==> src/rtl/cond_status_unit_pkg.sv <==
// Shared definitions for the condition/status unit: ARM condition-code
// encodings and the bit positions of the flags inside the {Z,C,N,V} nibble.
package cond_status_unit_pkg;

    // Four-bit ARM condition field encodings; 1111 is reserved and never passes
    typedef enum logic [3:0] {
        COND_EQ = 4'b0000,
        COND_NE = 4'b0001,
        COND_CS = 4'b0010,
        COND_CC = 4'b0011,
        COND_MI = 4'b0100,
        COND_PL = 4'b0101,
        COND_VS = 4'b0110,
        COND_VC = 4'b0111,
        COND_HI = 4'b1000,
        COND_LS = 4'b1001,
        COND_GE = 4'b1010,
        COND_LT = 4'b1011,
        COND_GT = 4'b1100,
        COND_LE = 4'b1101,
        COND_AL = 4'b1110,
        COND_NV = 4'b1111
    } cond_e;

    // Flag positions inside the status nibble
    localparam int Z_BIT = 3;
    localparam int C_BIT = 2;
    localparam int N_BIT = 1;
    localparam int V_BIT = 0;

endpackage

==> src/rtl/cond_status_unit_cond_eval.sv <==
// Purely combinational evaluation of one ARM condition field against a set
// of {Z,C,N,V} flags. One instance per lane.
module cond_eval
    import cond_status_unit_pkg::*;
(
    input  logic [3:0] i_cond,
    input  logic [3:0] i_flags,
    output logic       o_pass
);

    logic w_z;
    logic w_c;
    logic w_n;
    logic w_v;

    assign w_z = i_flags[Z_BIT];
    assign w_c = i_flags[C_BIT];
    assign w_n = i_flags[N_BIT];
    assign w_v = i_flags[V_BIT];

    // Decode the condition field into a pass/fail decision
    always_comb begin
        o_pass = 1'b0;
        case (i_cond)
            COND_EQ: o_pass = w_z;
            COND_NE: o_pass = !w_z;
            COND_CS: o_pass = w_c;
            COND_CC: o_pass = !w_c;
            COND_MI: o_pass = w_n;
            COND_PL: o_pass = !w_n;
            COND_VS: o_pass = w_v;
            COND_VC: o_pass = !w_v;
            COND_HI: o_pass = w_c && !w_z;
            COND_LS: o_pass = !w_c || w_z;
            COND_GE: o_pass = (w_n == w_v);
            COND_LT: o_pass = (w_n != w_v);
            COND_GT: o_pass = !w_z && (w_n == w_v);
            COND_LE: o_pass = w_z || (w_n != w_v);
            COND_AL: o_pass = 1'b1;
            default: o_pass = 1'b0;
        endcase
    end

endmodule

==> src/rtl/cond_status_unit.sv <==
// Multi-lane condition/status unit. Owns the NZCV status register, evaluates
// one condition field per lane, registers the per-lane execute enables for
// the EXE/MEM boundary and keeps a saturating count of skipped instructions.
module cond_status_unit
    import cond_status_unit_pkg::*;
#(
    parameter int NUM_LANES = 2,
    parameter int BYPASS    = 1,
    parameter int CNT_W     = 16
) (
    input  logic                   clk,
    input  logic                   rst,
    input  logic                   i_freeze,
    input  logic                   i_flush,
    input  logic                   i_status_we,
    input  logic [3:0]             i_status_in,
    input  logic [NUM_LANES-1:0]   i_in_valid,
    input  logic [4*NUM_LANES-1:0] i_cond,
    input  logic                   i_count_clr,
    output logic [3:0]             o_status_out,
    output logic [NUM_LANES-1:0]   o_out_valid,
    output logic [NUM_LANES-1:0]   o_exec_en,
    output logic [CNT_W-1:0]       o_skip_count
);

    // Saturation ceiling, widened so the sum below can exceed it without wrapping
    localparam logic [CNT_W+2:0] CNT_MAX = {3'b000, {CNT_W{1'b1}}};

    logic [3:0]           r_status;
    logic [NUM_LANES-1:0] r_outValid;
    logic [NUM_LANES-1:0] r_execEn;
    logic [CNT_W-1:0]     r_skipCount;

    logic [3:0]           w_evalFlags;
    logic [NUM_LANES-1:0] w_pass;
    logic [NUM_LANES-1:0] w_fail;
    logic [2:0]           w_failCount;
    logic [CNT_W+2:0]     w_sum;
    logic [CNT_W-1:0]     w_nextCount;
    logic                 w_accept;

    // With bypass enabled a same-cycle flag write is visible to evaluation
    assign w_evalFlags = ((BYPASS != 0) && i_status_we) ? i_status_in : r_status;

    // Only cycles that are neither flushed nor stalled advance the pipeline
    assign w_accept = !i_flush && !i_freeze;

    for (genvar g = 0; g < NUM_LANES; g++) begin : g_lane
        cond_eval u_cond_eval (
            .i_cond  (i_cond[4*g +: 4]),
            .i_flags (w_evalFlags),
            .o_pass  (w_pass[g])
        );
    end

    assign w_fail = i_in_valid & ~w_pass;

    // Count the valid lanes whose condition failed this cycle
    always_comb begin
        w_failCount = 3'd0;
        for (int i = 0; i < NUM_LANES; i++) begin
            w_failCount = w_failCount + {2'b00, w_fail[i]};
        end
    end

    assign w_sum       = {3'b000, r_skipCount} + {{CNT_W{1'b0}}, w_failCount};
    assign w_nextCount = (w_sum > CNT_MAX) ? {CNT_W{1'b1}} : w_sum[CNT_W-1:0];

    // Architectural status register, written from EXE regardless of stall/flush
    always_ff @(posedge clk) begin
        if (rst) begin
            r_status <= 4'b0000;
        end else if (i_status_we) begin
            r_status <= i_status_in;
        end
    end

    // Output stage: flush kills, freeze holds, otherwise capture lane results
    always_ff @(posedge clk) begin
        if (rst) begin
            r_outValid <= '0;
            r_execEn   <= '0;
        end else if (i_flush) begin
            r_outValid <= '0;
            r_execEn   <= '0;
        end else if (!i_freeze) begin
            r_outValid <= i_in_valid;
            r_execEn   <= i_in_valid & w_pass;
        end
    end

    // Saturating skip counter; a clear request beats a same-cycle increment
    always_ff @(posedge clk) begin
        if (rst) begin
            r_skipCount <= '0;
        end else if (i_count_clr) begin
            r_skipCount <= '0;
        end else if (w_accept) begin
            r_skipCount <= w_nextCount;
        end
    end

    assign o_status_out = r_status;
    assign o_out_valid  = r_outValid;
    assign o_exec_en    = r_execEn;
    assign o_skip_count = r_skipCount;

endmodule

==> config.mk <==
export PLATFORM = sky130hd
export DESIGN_NAME = cond_status_unit
export DESIGN_NICKNAME = d
export VERILOG_FILES = /design/src/rtl/cond_status_unit_pkg.sv /design/src/rtl/cond_status_unit_cond_eval.sv /design/src/rtl/cond_status_unit.sv
export SDC_FILE = /design/constraint.sdc
export NUM_CORES = 1
export LEC_CHECK = 0
export ABC_AREA = 0
export CAP_MARGIN = 20
export CORE_MARGIN = 3
export CORE_UTILIZATION = 50
export CTS_CLUSTER_DIAMETER = 80
export CTS_CLUSTER_SIZE = 25
export DETAILED_ROUTE_END_ITERATION = 7
export DONT_BUFFER_PORTS = 1
export SLEW_MARGIN = 10
export SYNTH_ARGS = -nofsm -noshare
export SYNTH_HDL_FRONTEND = slang
export SYNTH_SLANG_ARGS = --single-unit
export TNS_END_PERCENT = 10
==> constraint.sdc <==
create_clock -name clk -period 10.87 [get_ports clk]
set_input_delay 2.174 -clock clk [delete_from_list [all_inputs] [get_ports clk]]
set_output_delay 2.174 -clock clk [all_outputs]
set_load 0.02 [all_outputs]
* Word-level counts from Yosys, hierarchy flattened
Index checks and enable logic that the tools add are counted.
** Cells by class
- Add/subtract/negate cells :: 2
- Magnitude comparators :: 1
- Equality and inequality tests :: 30
- Mux-type cells :: 4
- Bitwise operators :: 3
- Reductions and logical operators :: 15
** Operators with widths (count)
- 4-bit equality test (second input constant) :: 14
- 4-bit by 3-bit equality test with 1-bit output (second input constant) :: 8
- 1-bit one-hot mux with 15 select lines :: 2
- 16-bit by 2-bit adder with 17-bit output :: 1
- 17-bit by 16-bit greater-than comparator with 1-bit output (second input constant) :: 1
- 4-bit by 2-bit equality test with 1-bit output (second input constant) :: 4
- 16-bit two-way mux :: 1
- 4-bit by 1-bit equality test with 1-bit output (second input constant) :: 2
- 4-bit zero test :: 2
- 1-bit zero test :: 6
- 2-bit bitwise AND :: 2
- 4-bit two-way mux :: 1
- 2-bit OR reduction :: 2
- 1-bit logical AND :: 3
- 1-bit by 1-bit adder with 2-bit output :: 1
- 1-bit logical OR :: 2
- 2-bit NOT :: 1
- 1-bit equality test :: 1
- 1-bit != test :: 1
** Storage, ports and cells
- Register bits :: 24
- Input port bits :: 20
- Output and inout bits :: 24
- Word-level logic and storage cells :: 59

* Logic depth before layout (Yosys ltp)
Gate-level depths: netlist of the first run.
- Depth in word-level cells :: 10
- Depth in mapped cells :: 13
- Depth with buffers taken out :: 12

* By module
Synthesis of the first run repeated with hierarchy kept, for this count alone.
** Unflattened totals
- Cells, all modules :: 188
- Area, all modules :: 1599.0 µm²
** By module, submodules not included
- cond_status_unit :: times used 1, cells an instance 132, area each 1211.2 µm², sequential area each 480.5 µm²
- cond_eval :: times used 2, cells an instance 28, area each 193.9 µm², sequential area each 0.0 µm²

* Worst setup path before layout of the first run
OpenSTA, ideal clock, no wires.
- Kind :: in2reg
- Start point :: input port i_cond[1]
- End point :: register r_skipCount[10], in the netlist o_skip_count[10]
- Setup time :: 0.133 ns
- Arrival :: 4.799 ns
- Data required time :: 10.737 ns
- Setup slack :: 5.939 ns
- Cell stages on the path :: 13
- Buffers on the path :: 2
- Cells stage by stage :: buf_6 -> mux2i_1 -> mux4_2 -> xnor2_1 -> o211ai_1 -> o21a_1 -> fa_1 -> ha_1 -> and4bb_2 -> and2_1 -> nand2_1 -> clkbuf_1 -> a21oi_1
** On the way
- Longest elaborated chain between the ends :: 8
- Elaborated cells between the ends (all ways) :: 22
- Those cells by class :: 2 x add/sub; 1 x order compare; 14 x eq/ne; 2 x mux; 2 x bitwise; 1 x reduce/logical
** Ends and longest elaborated chain
- start, declared :: line cond_status_unit.sv:18 : input logic [4*NUM_LANES-1:0] i_cond,
- 4-bit equality test (tied with other cells) :: line cond_status_unit_cond_eval.sv:24 : case (i_cond)
- 1-bit one-hot mux with 15 select lines * :: line cond_status_unit_cond_eval.sv:24
- 2-bit NOT * :: line cond_status_unit.sv:56 : assign w_fail = i_in_valid & ~w_pass;
- 2-bit bitwise AND * :: line cond_status_unit.sv:56
- 1-bit by 1-bit adder with 2-bit output * :: line cond_status_unit.sv:62 : w_failCount = w_failCount + {2'b00, w_fail[i]};
- 16-bit by 2-bit adder with 17-bit output * :: line cond_status_unit.sv:66 : assign w_sum = {3'b000, r_skipCount} + {{CNT_W{1'b0}}, w_failCount};
- 17-bit by 16-bit greater-than comparator with 1-bit output :: line cond_status_unit.sv:67 : assign w_nextCount = (w_sum > CNT_MAX) ? {CNT_W{1'b1}} : w_sum[CNT_W-1:0];
- 16-bit two-way mux * :: line cond_status_unit.sv:67
- end signal, assigned :: line cond_status_unit.sv:99 : r_skipCount <= w_nextCount;
- end, declared :: line cond_status_unit.sv:32 : logic [CNT_W-1:0] r_skipCount;
Mark *: on every way between the ends. The rest lies on a longest branch, timed or not.
A chain may end at the register's enable or synchronous reset.

* Worst setup path after layout of the first run
- Start point :: input port i_cond[1]
- End point :: register r_skipCount[8], in the netlist o_skip_count[8]
Same word-level chain as after synthesis.

==> results.md, run 1 <==
- TritonCTS built the clock tree.
- The detailed router placed approximately 1,200 vias in this run.
- Of the total power, the share spent switching nets is 0.2241.
- Of the total synthesized cell area, the portion taken by full adders, half adders and majority gates is 0.02165.
- The worst setup path startpoint is i_cond[1].
- The instance count on the critical path is 11.
- In the global route stage, met1 resource usage came out at 0.2622.
- The total I/O pin count is 44.
- The layout cell share with drive strength beyond 1 is 0.1132.
- Post-CTS timing repair inserted 0 buffers for setup.
- For this configuration, the core starts out at a cell density of 0.5357.
- In the global route stage, met2 resource usage came out at 0.2489.
- The via count of the first global-routing pass is 1,080.
- The share of async-settable or async-resettable flops after synthesis is 0.
- Setup repair after global routing left no endpoint under its margin.
- In this run, the number of DRC markers left after iteration 0 of detailed routing was 48.
- On the critical path the largest part of the delay comes from simple AND/OR/NAND/NOR gates.
- The repair_antennas step left the layout with diodes totalling 0.
- The first global-routing pass estimated 5043 µm of wire.
- The worst setup path is captured at a flip-flop.
- By area the synthesized netlist is led by sky130_fd_sc_hd__dfxtp_1 (32%), sky130_fd_sc_hd__mux2i_1 (10%), sky130_fd_sc_hd__xor2_1 (5.2%).
- The number of gates given a new drive strength after cts is 0.
- The number of buffers created by CTS is 3.
- For this run, global-route usage on met3 was measured as 0.06809.
- The launch point of the worst hold path is o_exec_en[0].
- The startpoint identified for the worst register-to-register timing path is o_status_out[3].
- After technology mapping, the gate count stands at 163.
- Clock tree synthesis selected as its root buffer the cell sky130_fd_sc_hd__clkbuf_4.
- Across all register-to-register paths, the minimum setup slack is 7.53 ns.
- The cell depth of the worst flop-to-flop path is 11.
- Once detailed placement completed, the half-perimeter wirelength came to about 2500 µm.
- After detailed routing, the number of remaining DRC violations is 0.
- Buffers inserted to repair hold after CTS numbered 0.
- The share of synthesized area in the top cell type comes to 0.3197.
- For this run, the register share of the synthesized area comes to 0.3197.
- The data arrival time of the worst path is about 4.8 ns.
- The busiest layer in global routing is met1.
- Of the total power, the clock network draws 0.366.
- The share of total power dissipated in combinational logic is 0.105.
- The signed area change from the synthesized netlist to the final layout is 1.915%.
- Once layout is complete, the utilization of the core stands at 0.5459.
- The share of the clock period used by the worst path is 0.4229.
- The largest family of logic cells by synthesized area is simple AND/OR/NAND/NOR gates.
- The final wirelength is 3188 µm.
- The primary flip-flop cell chosen by synthesis mapping is sky130_fd_sc_hd__dfxtp_1.
- Counting every sink on the clock net gives 24.
- Counting every net in the synthesized netlist gives 185.
- The worst supply voltage drop on vdd is ~45 µV.
- The power density over cell area is about 120 nW/µm².
- The classification of the worst setup path is in2reg.
- The complex-gate fraction of the synthesized area was 0.1182.
- The number of nets in the layout is between 150 and 200.
- The number of different library cells used by synthesis comes to 34.
- The flow ran to the end, and the final reports show no timing, DRC or antenna violations.
- Walking the worst path, the cells encountered are mux2i_1, mux4_2, xnor2_1, o211ai_1, o21a_1, fa_1, ha_1, and4bb_2, and2_1, nand2_1, a21oi_1.
- The detailed-route vias per instance is around 6.3.
- At the later pin of the worst-skew pair, clock insertion delay measures 0.31 ns.
- The mean instance size in the synthesized netlist is 9.219 µm².
- The count of final hold-check violations is 0.
- The maximum number of pins on one net before global-route repair is 17.
- Clock-pin slew was measured on the worst setup and hold paths at 0.14 ns.
- Of the post-synthesis cell area, the part taken by muxes is 0.1299.
- The full die area is around 3700 µm².
- The post-synthesis share of cell area spent on xor and xnor gates is 0.09908.
- Sorting the synthesized cells by how often they occur yields sky130_fd_sc_hd__dfxtp_1 (24), sky130_fd_sc_hd__mux2i_1 (15), sky130_fd_sc_hd__nor2_1 (15).
- In the global route stage, overall resource usage came out at 0.1816.
- The total overflow left after global routing is 0.
- The cell-internal power is between 0.0001 and 0.00015 W.
- The type of element launching the critical path is an input pin.
- The top fanout value on the critical path is 12.
- The synthesized design contains 24 register bits.
- The worst-margin pin slew is 0.4375 ns.
- The worst setup skew after layout is between 0.005 and 0.006 ns.
- In this run the worst hold path is classified as reg2reg.
- The simple-gate portion of the synthesized area is 0.2698.
- The number of max-cap violations is 0.
- The share of total power dissipated in sequential elements is 0.529.
- The warning count from the yosys run is 0.
- The initial antenna violation count is 0.
- Of all cell types, the one taking the most synthesized area is sky130_fd_sc_hd__dfxtp_1.
- The time the worst path needs with I/O delays and setup is 4.597 ns.
- The worst hold path was traced through 2 stages.
- The detail route stage leaves a number of antenna-violating nets equal to 0.
- Adding up every negative setup slack in the final design gives 0 ns.
- The first detailed-routing pass ran for 4 iterations.
- After floorplanning, the core was sized to cover 2805 µm².
- After synthesis the cells add up to 1503 µm².
- The worst slew slack as a fraction of its limit is 0.7059.
- The most frequent cell after synthesis is sky130_fd_sc_hd__dfxtp_1.
- In this run the horizontal extent of the chip is 60.82 µm.
- The number of cell rows is 19.
- After detailed routing, the average wire length per cell comes to 16.78 µm.
- The leakage power of the design is 0.5184 nW.
- STA puts the critical path data required time at roughly 11 ns.
- The number of enable flip-flop cells after synthesis is 0.
- In this run the power spent charging and discharging nets is 0.00003971 W.
- The deepest level of the CTS H-tree is 1.
- The count of buffer and inverter cells on the critical path is 0.
- During placement, the flow inserted port buffers numbering 0.
- The die is ~61 µm tall.
- Routability-driven placement finished with a final weighted congestion of 0.7818.
- The buffer depth of the longest clock path is 2.
- The largest single stage delay on the critical path is 0.48 ns.
- The final-report max-slew violation count is 0.
- The slowest stage of the critical path is the sky130_fd_sc_hd__mux4_2 cell.
- The highest attainable clock frequency is 0.2175 GHz.
- Setup violations remaining at the end of the flow were counted as 0.
[layout make-up]
| cell class | count | area [µm²] |
|---|---|---|
| clock inverters | 1 | 30.03 |
| flip-flops and latches | 24 | 480.5 |
| fillers | 279 | 1274 |
| well taps | 31 | 38.79 |
| clock buffers | 3 | 22.52 |
| multi-input cells | 131 | 959.7 |
[routing by layer]
layer,vias to the layer above,routed length [µm]
li1,602,-
met4,0,20
met1,552,1556
met2,43,1361
met5,-,0
met3,2,250
[tightest hold or removal path: cells and delay by family, from the launching register on]
family,cells,cell delay [ns]
flip-flops,1,0.40
AND/OR/NAND/NOR,1,0.11
AO/OA/AOI/OAI,1,0.06
[through the flow]
stage               instance area, µm²  setup WS, ns  hold WS, ns  instances  total power (W)
global placement                  1479         5.999       0.5844        186        0.0001140
global route                      1531         6.021       0.6194        190        0.0001857
CTS                               1531         6.260       0.6031        190        0.0001791
floorplan                         1503         5.939       0.5589        163        0.0001153
finish                            1531         6.273       0.5979        190        0.0001772
detailed placement                1479         5.911       0.5846        186        0.0001144
[sequential cells by signal, summed over array words and instances, names as in the netlist]
signal	count
o_exec_en	2
o_skip_count	16
o_out_valid	2
o_status_out	4
[power groups by stage]
| stage | logic (W) | registers [W] | clock network, W |
|---|---|---|---|
| floorplan | 0.0000203 | 0.0000950 | 0 |
| global placement | 0.0000184 | 0.0000956 | 0 |
| detailed placement | 0.0000188 | 0.0000957 | 0 |
| CTS | 0.0000188 | 0.0000937 | 0.0000665 |
| global route | 0.0000211 | 0.0000942 | 0.0000705 |
| finish | 0.0000186 | 0.0000937 | 0.0000649 |
[worst paths after layout]
kind                endpoint
min             o_exec_en[0]
max          o_skip_count[8]
max reg2reg  o_skip_count[8]
min reg2reg     o_exec_en[0]
[cell families (layout without fill, tap and decap cells)]
logic type,Yosys count,after routing
AND/OR/NAND/NOR,70,70
AO/OA/AOI/OAI,25,25
flip-flops,24,24
XOR/XNOR,17,17
multiplexers,17,17
buffers and inverters,8,4
adder cells (fa/ha/maj),2,2
[placed cells by master (no fill, tap or decap), types with 3 or more instances in the layout]
cell type,n
sky130_fd_sc_hd__nand4_1,8
sky130_fd_sc_hd__nand3b_1,4
sky130_fd_sc_hd__nand2_1,12
sky130_fd_sc_hd__nand3_1,7
sky130_fd_sc_hd__and4_1,3
sky130_fd_sc_hd__clkbuf_4,3
sky130_fd_sc_hd__xnor2_1,8
sky130_fd_sc_hd__mux2i_1,15
sky130_fd_sc_hd__a21oi_1,13
sky130_fd_sc_hd__nor4b_1,3
sky130_fd_sc_hd__dfxtp_1,24
sky130_fd_sc_hd__nor2_1,15
sky130_fd_sc_hd__xor2_1,9
sky130_fd_sc_hd__nor3_1,4
sky130_fd_sc_hd__and4bb_2,3
(Power assumes the default switching activity.)
==> inputs of run 2 (changes only) <==
PLACE_DENSITY = 0.68   (was not set)
clock period = 4.1 ns   (was 10.87 ns; I/O delays follow)
==> results.md, run 2 (synthesized netlist as in run 1, its figures left out) <==
- The flow ran to the end, and the final reports show no timing, DRC or antenna violations.
- The number of DRC markers in iteration 0 is 40 (-17%).
- The final hold slack is 0.5702 ns (-0.02771 ns).
- The via count of the first global-routing pass is 1,075 (-0.46%).
- The worst supply voltage drop on vdd was 214.9 µV (+380%).
- The global-route wire length before repair is 4919 µm (-2.5%).
- The clock period could shrink to 3.347 ns.
- The post-route cell area is 1501 µm² (-2.0%).
- The estimated wirelength of the detail-placed design came to 2466 µm (-1.2%).
- The register-to-register setup slack is 0.75 ns (-6.78 ns).
- The number of failing setup endpoints in the final timing report is 0 (unchanged).
- The post-detailed-placement cell area came to 1479 µm² (unchanged).
- The power density over cell area is 262.5 nW/µm² (+130%).
- Setup repair after global routing left no endpoint under its margin.
- TritonCTS built the clock tree.
- The overall power is 0.0003941 W (+120%).
- The data arrival time of the worst path is 3.53 ns (-1.27 ns).
- The worst setup path startpoint is o_status_out[3].
- The worst stage delay on the critical path is 0.60 ns (+0.12 ns).
- The final routed wire length divided by cell count was 16.44 µm (-2.0%).
- STA classifies the critical path endpoint as a flip-flop.
- The launch point of the worst reg-to-reg path is o_status_out[3].
- The cell depth of the worst flop-to-flop path is 11 (unchanged).
- The leakage power of the design is 0.5043 nW (-2.7%).
- The top fanout value on the critical path is 12 (unchanged).
- The share of the clock period used by the worst path is 0.8163.
- The summed negative setup slack over all endpoints is 0 ns (unchanged).
- The number of max-cap violations was 0 (unchanged).
- The count of final hold-check violations is 0 (unchanged).
- The number of gates given a new drive strength after cts came to 0 (unchanged).
- The worst min-delay path endpoint is o_status_out[0].
- The number of nets in the layout is 182 (unchanged).
- The critical path in this run is classified as reg2reg.
- Leaving out fill and tap cells, the most frequent cells in the layout are sky130_fd_sc_hd__dfxtp_1 (24), sky130_fd_sc_hd__nor2_1 (15), sky130_fd_sc_hd__mux2i_1 (15), sky130_fd_sc_hd__a21oi_1 (13), sky130_fd_sc_hd__nand2_1 (12).
- The layout cell share with drive strength beyond 1 came to 0.1076 (-0.005613).
- The number of cell rows was 19 (unchanged).
- Leaving out fill and tap cells, the most frequent cell in the layout is sky130_fd_sc_hd__dfxtp_1.
- The final-report max-slew violation count is 0 (unchanged).
- The signed area change from the synthesized netlist to the final layout is -0.08325%.
- The initial antenna violation count was 0 (unchanged).
- The worst setup skew after layout is 0.0007511 ns (-0.004399 ns).
- The cell depth of the worst hold path is 1 (-1).
- The endpoint identified for the worst register-to-register timing path is o_skip_count[7].
- The number of buffers added for setup after CTS came to 0 (unchanged).
- The filler cell count is 270 (-3.2%).
- The starting utilization of the core area is 0.5357 (unchanged).
- The signal on the critical path passes through mux2i_1, mux4_2, xnor2_1, o211ai_1, o21a_1, fa_1, ha_1, and4bb_2, and2_1, nand2_1, a21oi_1.
- The number of nets with antenna violations after detailed routing is 0 (unchanged).
- The worst-margin pin slew was 0.4495 ns (+0.01198 ns).
- The post-cts hold buffer count was 0 (unchanged).
- The flip-flop count of the largest register after layout came to 16 (unchanged).
- The kind of cell with the highest combined delay along the critical path is simple AND/OR/NAND/NOR gates.
- The cell with the largest stage delay on the worst path is sky130_fd_sc_hd__dfxtp_1.
- The clock sink total came to 24 (unchanged).
- The highest attainable clock frequency is 0.2988 GHz.
- The final estimated routing congestion in global placement was 0.8233 (+5.3%).
- The worst hold path class is in2reg.
- The clock latency on the worst-skew pair came to 0.30 ns (about the same).
- The die span in x is 60.82 µm (unchanged).
- The deepest level of the CTS H-tree came to 1 (unchanged).
- The core occupancy in the finished layout is 0.5352 (-0.01070).
- The number of buffers created by CTS is 3 (unchanged).
- The iteration count of the initial detailed-routing pass is 4 (unchanged).
- The residual DRC count is 0 (unchanged).
- The final global-route overflow total is 0 (unchanged).
- The total I/O pin count is 44 (unchanged).
- The critical path required time came to 4.28 ns (-6.79 ns).
- The final wirelength was 3108 µm (-2.5%).
- The count of buffer and inverter cells on the critical path was 0 (unchanged).
- In this run the most critical hold path is launched from rst.
- The via count is 1,182 (-1.4%).
- The count of antenna diodes in the layout is 0 (unchanged).
- The full die area is 3699 µm² (unchanged).
- The register clock-pin slew on the reported worst setup and hold paths is 0.11 ns (-0.03 ns).
- The total core area is 2805 µm² (unchanged).
- The maximum number of pins on one net before global-route repair was 17 (unchanged).
- The number of buffers inserted by port buffering is 0 (unchanged).
- The worst slew slack as a fraction of its limit is 0.6978 (-0.008050).
- The height of the die is 60.82 µm (unchanged).
- The root buffer cell chosen for the clock tree is sky130_fd_sc_hd__clkbuf_4.
- The detailed-route vias per instance is 6.254 (-0.90%).
- The buffer depth of the longest clock path came to 2 (unchanged).
- STA classifies the critical path startpoint as a flip-flop.
- The global router's overall resource usage is 0.1715 (-0.01009).
[run 2: changes by cell type in the layout (fill, tap and decap cells not counted), sizes merged]
cell	before	now
bufinv	1	0
[run 2: worst max-delay path by stage]
stage / end / depth (start not counted) / slack, ns
6_report: o_skip_count[7] / 11 / 0.75
5_1_grt: o_skip_count[8] / 11 / 0.56
4_1_cts: o_skip_count[7] / 11 / 0.75
3_5_place_dp: o_skip_count[11] / 11 / 0.52
3_3_place_gp: o_skip_count[3] / 11 / 0.60
2_1_floorplan: o_skip_count[10] / 13 / 0.52
[run 2: final cells by class]
type | instances | area, µm² | share of cell area
Multi-Input combinational cell | 131 | 959.7 | 0.6392
Sequential cell | 24 | 480.5 | 0.3200
Tap cell | 31 | 38.79 | 0.02583
Clock buffer | 3 | 22.52 | 0.01500
[run 2: layer usage]
layer | global-route usage | wire (µm) | vias up | part of all wire
met5 | 0 | 0 | - | 0
li1 | - | - | 598 | -
met1 | 0.2413 | 1457 | 529 | 0.47
met3 | 0.07447 | 319 | 6 | 0.10
met4 | 0.02786 | 19 | 0 | 0.0061
met2 | 0.2473 | 1311 | 49 | 0.42
[run 2: metrics by stage]
step                      setup slack, ns  instances
final                              0.7532        189
after global placement             0.5968        186
after CTS                          0.7451        189
after detailed placement           0.5203        186
after floorplan                    0.5225        163
after global routing               0.5569        189
[run 2: report_power, final]
part           switching (W)   total, W  leakage, nW  internal (W)
clock network      0.0000619  0.0000962       0.0138     0.0000343
logic              0.0000214  0.0000496        0.296     0.0000283
registers          0.0000109   0.000248        0.195      0.000237
total              0.0000943   0.000394        0.504      0.000300
[run 2: worst reg2reg max path, cell delays in order, from the launching register on]
cell and delay (ns):
sky130_fd_sc_hd__dfxtp_1 0.60, sky130_fd_sc_hd__mux2i_1 0.12, sky130_fd_sc_hd__mux4_2 0.49, sky130_fd_sc_hd__xnor2_1 0.17
sky130_fd_sc_hd__o211ai_1 0.13, sky130_fd_sc_hd__o21a_1 0.20, sky130_fd_sc_hd__fa_1 0.40, sky130_fd_sc_hd__ha_1 0.23
sky130_fd_sc_hd__and4bb_2 0.26, sky130_fd_sc_hd__and2_1 0.18, sky130_fd_sc_hd__nand2_1 0.32, sky130_fd_sc_hd__a21oi_1 0.12
